$ cat config.mk
export PLATFORM = sky130hd
export DESIGN_NAME = freeplay_voice_engine
export DESIGN_NICKNAME = d
export VERILOG_FILES = /design/src/rtl/freeplay_voice_engine.sv
export SDC_FILE = /design/constraint.sdc
export NUM_CORES = 1
export LEC_CHECK = 0
export BUFFER_PORTS_ARGS = -buffer_cell sky130_fd_sc_hd__buf_4
export CELL_PAD_IN_SITES_DETAIL_PLACEMENT = 0
export CELL_PAD_IN_SITES_GLOBAL_PLACEMENT = 2
export CORE_MARGIN = 4
export CORE_UTILIZATION = 38
export DETAILED_ROUTE_END_ITERATION = 7
export HOLD_SLACK_MARGIN = 0.1
export PLACE_DENSITY_LB_ADDON = 0.1
export SKIP_LAST_GASP = 1
export SLEW_MARGIN = 10
export SYNTH_ARGS = -nofsm -noshare
export SYNTH_HDL_FRONTEND = slang
export SYNTH_SLANG_ARGS = --single-unit
$ cat constraint.sdc
create_clock -name clk -period 5.3 [get_ports clk]
set_input_delay 0.53 -clock clk [delete_from_list [all_inputs] [get_ports clk]]
set_output_delay 0.53 -clock clk [all_outputs]
set_load 0.1 [all_outputs]
$ cat src/rtl/freeplay_voice_engine.sv
// rtl/freeplay_voice_engine.sv - polyphonic free-play voice allocator with octave register and LED map
// Optional macro FREEPLAY_SUSTAIN_EN: a voice whose key is still held pauses its countdown until release.
module freeplay_voice_engine #(
  parameter int NOTE_KEYS  = 7,
  parameter int VOICES     = 4,
  parameter int LEN_BITS   = 2,
  parameter int BASE_TICKS = 4,
  parameter int OCT_W      = 2,
  parameter int OCT_MIN    = 0,
  parameter int OCT_MAX    = 3,
  parameter int OCT_RESET  = 1,
  localparam int IDX_W     = (NOTE_KEYS > 1) ? $clog2(NOTE_KEYS) : 1,
  localparam int CNT_W     = $clog2((BASE_TICKS << ((1 << LEN_BITS) - 1)) + 1)
) (
  input  logic                      clk,
  input  logic                      rst,
  input  logic                      en,
  input  logic                      tick,
  input  logic                      oct_up,
  input  logic                      oct_down,
  input  logic [NOTE_KEYS-1:0]      note_key,
  input  logic [LEN_BITS-1:0]       length_sel,
  output logic [VOICES-1:0]         voice_active,
  output logic [VOICES*IDX_W-1:0]   voice_note,
  output logic [VOICES*OCT_W-1:0]   voice_oct,
  output logic [OCT_W-1:0]          octave,
  output logic [NOTE_KEYS-1:0]      led,
  output logic                      steal
);

  localparam int VIDX_W = (VOICES > 1) ? $clog2(VOICES) : 1;

  logic [NOTE_KEYS-1:0] key_hist, pend, pend_n, rise, svc_mask, led_n;
  logic                 up_hist, dn_hist, up_rise, dn_rise;
  logic [IDX_W-1:0]     v_note [VOICES];
  logic [IDX_W-1:0]     note_n [VOICES];
  logic [OCT_W-1:0]     v_oct  [VOICES];
  logic [OCT_W-1:0]     oct_n  [VOICES];
  logic [CNT_W-1:0]     v_cnt  [VOICES];
  logic [CNT_W-1:0]     cnt_n  [VOICES];
  logic [VOICES-1:0]    v_act, act_n, hold;
  logic [VIDX_W-1:0]    rr, rr_n, target, hit_idx, free_idx;
  logic                 hit_found, free_found, svc_found, svc_valid, steal_n;
  logic [IDX_W-1:0]     svc_key;
  logic [CNT_W-1:0]     load_val;
  logic [OCT_W-1:0]     octave_n;

  // Pick the lowest pending key, then choose retrigger, free slot or round-robin victim.
  always_comb begin
    svc_found = 1'b0;
    svc_key   = '0;
    for (int k = 0; k < NOTE_KEYS; k++) begin
      if (pend[k] && !svc_found) begin
        svc_found = 1'b1;
        svc_key   = IDX_W'(k);
      end
    end
    svc_valid  = en && svc_found;
    hit_found  = 1'b0;
    hit_idx    = '0;
    free_found = 1'b0;
    free_idx   = '0;
    for (int v = 0; v < VOICES; v++) begin
      if (v_act[v] && v_note[v] == svc_key && v_oct[v] == octave && !hit_found) begin
        hit_found = 1'b1;
        hit_idx   = VIDX_W'(v);
      end
      if (!v_act[v] && !free_found) begin
        free_found = 1'b1;
        free_idx   = VIDX_W'(v);
      end
    end
    target   = hit_found ? hit_idx : (free_found ? free_idx : rr);
    steal_n  = svc_valid && !hit_found && !free_found;
    rr_n     = rr;
    if (steal_n)
      rr_n = (rr == VIDX_W'(VOICES - 1)) ? '0 : rr + 1'b1;
    svc_mask = svc_valid ? (NOTE_KEYS'(1) << svc_key) : '0;
    rise     = note_key & ~key_hist;
    pend_n   = en ? (((pend & ~svc_mask) | rise) & note_key) : '0;
    load_val = CNT_W'(BASE_TICKS) << length_sel;
  end

  always_comb begin
    hold = '0;
`ifdef FREEPLAY_SUSTAIN_EN
    for (int v = 0; v < VOICES; v++)
      for (int k = 0; k < NOTE_KEYS; k++)
        if (v_note[v] == IDX_W'(k) && note_key[k])
          hold[v] = 1'b1;
`endif
  end

  // A voice loaded this cycle overrides any tick decrement so it starts with the full count.
  always_comb begin
    act_n = v_act;
    for (int v = 0; v < VOICES; v++) begin
      cnt_n[v]  = v_cnt[v];
      note_n[v] = v_note[v];
      oct_n[v]  = v_oct[v];
      if (tick && v_act[v] && v_cnt[v] != '0 && !hold[v]) begin
        cnt_n[v] = v_cnt[v] - CNT_W'(1);
        if (v_cnt[v] == CNT_W'(1))
          act_n[v] = 1'b0;
      end
      if (svc_valid && target == VIDX_W'(v)) begin
        act_n[v]  = 1'b1;
        cnt_n[v]  = load_val;
        note_n[v] = svc_key;
        oct_n[v]  = octave;
      end
      if (!en) begin
        act_n[v] = 1'b0;
        cnt_n[v] = '0;
      end
    end
  end

  always_comb begin
    led_n = '0;
    for (int k = 0; k < NOTE_KEYS; k++)
      for (int v = 0; v < VOICES; v++)
        if (v_act[v] && v_note[v] == IDX_W'(k))
          led_n[k] = 1'b1;
    if (!en)
      led_n = '0;
  end

  always_comb begin
    up_rise  = oct_up & ~up_hist;
    dn_rise  = oct_down & ~dn_hist;
    octave_n = octave;
    if (up_rise && !dn_rise && octave < OCT_W'(OCT_MAX))
      octave_n = octave + 1'b1;
    else if (dn_rise && !up_rise && octave > OCT_W'(OCT_MIN))
      octave_n = octave - 1'b1;
  end

  // History regs reset high so keys held through reset never register as presses.
  always_ff @(posedge clk) begin
    if (rst) begin
      key_hist <= '1;
      up_hist  <= 1'b1;
      dn_hist  <= 1'b1;
      pend     <= '0;
      v_act    <= '0;
      rr       <= '0;
      steal    <= 1'b0;
      led      <= '0;
      octave   <= OCT_W'(OCT_RESET);
      for (int v = 0; v < VOICES; v++) begin
        v_note[v] <= '0;
        v_oct[v]  <= '0;
        v_cnt[v]  <= '0;
      end
    end else begin
      key_hist <= note_key;
      up_hist  <= oct_up;
      dn_hist  <= oct_down;
      pend     <= pend_n;
      v_act    <= act_n;
      rr       <= rr_n;
      steal    <= steal_n;
      led      <= led_n;
      octave   <= octave_n;
      for (int v = 0; v < VOICES; v++) begin
        v_note[v] <= note_n[v];
        v_oct[v]  <= oct_n[v];
        v_cnt[v]  <= cnt_n[v];
      end
    end
  end

  assign voice_active = v_act;

  always_comb begin
    voice_note = '0;
    voice_oct  = '0;
    for (int v = 0; v < VOICES; v++) begin
      voice_note[v*IDX_W +: IDX_W] = v_note[v];
      voice_oct[v*OCT_W +: OCT_W]  = v_oct[v];
    end
  end

endmodule

==> impl_metrics.yaml <==
outcome:
  status: "finished clean"
worst_setup_path:
  critPathKind: "flop to flop"
  endpoint_kind: "flop"
  critPathRequiredTime_ns: 5.53
  critPathMaxFanout: 12
  arrival_ns: 3.84
  start_kind: "flop"
grt:
  grt_pass1_wl_um: 17100
  grt_pass1_vias: 3275
  grt_use_total_pct: 17.3
  overflow: 0
  antenna_found_initial: 0
  grt_max_degree: 42
place:
  gp_congestion: 0.794
  io_buffers: 48
  dpl-instance-area_um2: 4450
  dp_slack_ns: 1.72
  dpl.hpwl_um: 7180
  dp_cells: 615
logic_synthesis:
  avgSynthCellArea_um2: 8.81
  yosysSeqAreaShare_pct: 38.0
  synth-xor-area-share_pct: 8.10
  syn_nets: 480
  synthAdderAreaFrac_pct: 3.44
  synth.distinct_cells: 48
  yosys.area_share.simple_pct: 26.6
  async_flop_share_pct: 0
  yosys_warnings: 0
  synthMuxAreaShare_pct: 9.45
  synth_cells: 454
  syn_area_um2: 4000
  ys_seq_elements: 76
  synth_edf_count: 0
  synth_top_flop_cell: "dfxtp_1"
  synth_top_family_by_area: "simple AND/OR/NAND/NOR gates"
  synth_compound_area_share_pct: 10.3
layout:
  fin_util_pct: 45.4
  fin_nets: 516
  design_area_um2: 4670
  area_growth_pct: 16.7
  n_antenna_cell: 0
  drive_gt1_share_pct: 18.8
  fillerInstances: 1059
  instances_no_fill: 631
cts:
  cts-resized-gates: 0
  clockBufferDepth: 2
  cts_root_buf: "clkbuf_8"
  clk_pin_slew_ns: 0.08
  cts_made_buffers: 9
  cts-htree-levels: 3
  tritoncts: "built"
  ctsHoldBuffers: 0
  clock_latency_ns: 0.35
  clkSinkCount: 76
  post_cts_buffers: 0
floorplanning:
  core_um2: 10300
  io_pins: 49
  die_area_um2: 12200
  fp-row-count: 37
  die_w_um: 111
  die_h_um: 111
  initial_utilization_pct: 38.9
sta:
  hold_viol_final: 0
  relSlewSlack_pct: 48.3
  hold_ws_ns: 0.371
  clock_skew_ns: 0.0130
  setup_ws_ns: 1.69
  rsz0062_at_grt: "false"
  worst_pin_slew_ns: 0.774
  drv_slew: 0
  max_freq_mhz: 277
  setup_viol: 0
  period_share_pct: 68.2
  fin_crit_ns: 3.61
  fin_tns_setup_ns: 0
route:
  dr.pass1.iters: 4
  drt_iter0_drc: 108
  drc: 0
  route.vias.total: 3260
  routed_wl_um: 10200
  via_per_inst: 5.17
  ant_nets: 0
  wl_per_cell_um: 16.2
power_and_ir_drop:
  max-vdd-ir-drop_uv: 152
  p_total_mw: 1.19
  p_leak_nw: 1.83
  power_density_nw_per_um2: 255
min_path:
  hold_path.class: "input pin to flop"
flow_run:
  cap_violations: 0
-- cell usage in the layout (no fill, tap or decap), drive strengths merged, types with 3 or more instances in the layout --
cell,instances
dfxtp,76
buf,52
nand2,49
mux2i,28
nor3,28
nand2b,25
nor2,24
xnor2,22
a21oi,18
xor2,15
nand3,15
inv,12
clkbuf,12
or2,11
ha,11
nor3b,10
o21ai,9
nand4b,8
mux2,8
nor2b,7
nor4,7
or3,6
and3,5
o21a,4
a31oi,3
or4,3
a2111oi,3
-- where the power goes --
group,switching (mW),total (mW),internal (mW)
registers,0.0128,0.592,0.579
logic,0.0664,0.104,0.0374
clock network,0.216,0.494,0.278
-- Yosys cell counts, types with 8 or more instances --
cell / number / area [um2]
dfxtp_1: 76 / 1520
nand2_1: 49 / 184
mux2i_1: 28 / 280
nor3_1: 26 / 130
nand2b_1: 25 / 156
nor2_1: 24 / 90.1
xnor2_1: 22 / 193
clkbuf_1: 20 / 75.1
a21oi_1: 18 / 90.1
nand3_1: 15 / 75.1
xor2_1: 15 / 131
inv_1: 12 / 45.0
ha_1: 11 / 138
or2_2: 11 / 68.8
nor3b_1: 10 / 75.1
o21ai_0: 9 / 45.0
nand4b_1: 8 / 70.1
-- state kept, by name, summed over array words and instances (netlist names), 4 cells and up --
register      count
key_hist          7
led               7
pend              7
v_cnt            24
v_note           12
v_oct             8
voice_active      4
-- worst max-delay path: stages, from the launching register on --
cell and delay, ns:
dfxtp_1 0.36, or4_1 0.71, nor2_1 0.19, xor2_1 0.09, or4_4 0.53, a221oi_4 0.41, nand4_1 0.69, mux2_2 0.52
-- worst paths after layout --
check	from	end	slack, ns	cells after the start
max reg2reg	pend[3]$_SDFF_PP0_	v_cnt[3][3]$_SDFFE_PP0P_	1.69	7
max	pend[3]$_SDFF_PP0_	v_cnt[3][3]$_SDFFE_PP0P_	1.69	7
min reg2reg	key_hist[5]$_SDFF_PP1_	pend[5]$_SDFF_PP0_	0.39	1
min	oct_down	dn_hist$_SDFF_PP1_	0.37	2
-- logic make-up (layout without fill, tap and decap cells) --
| kind of cell | Yosys count | after routing |
|---|---|---|
| xor gates and xnor gates | 37 | 37 |
| and+or+nand+nor | 200 | 200 |
| AOI/OAI and AO/OA | 55 | 55 |
| muxes | 36 | 36 |
| adders and majority gates | 11 | 11 |
| DFF | 76 | 76 |
| buffers and inverters | 39 | 80 |
-- area by class of cell --
cell class | count | area (um2) | area share, %
Multi-Input combinational cell | 339 | 2320 | 49.8
Clock buffer | 12 | 145 | 3.11
Inverter | 12 | 45.0 | 0.965
Tap cell | 136 | 170 | 3.65
Clock inverter | 4 | 72.6 | 1.55
Sequential cell | 76 | 1520 | 32.6
Timing Repair Buffer | 52 | 390 | 8.36
-- routing by layer --
layer | global-route usage (%) | routed length, um | up-vias
met5 | 0 | 0 | -
met4 | 5.91 | 158 | 0
met3 | 2.68 | 326 | 10
met2 | 28.1 | 4740 | 58
met1 | 23.4 | 5000 | 1549
li1 | - | - | 1643
(Power assumes the default switching activity.)
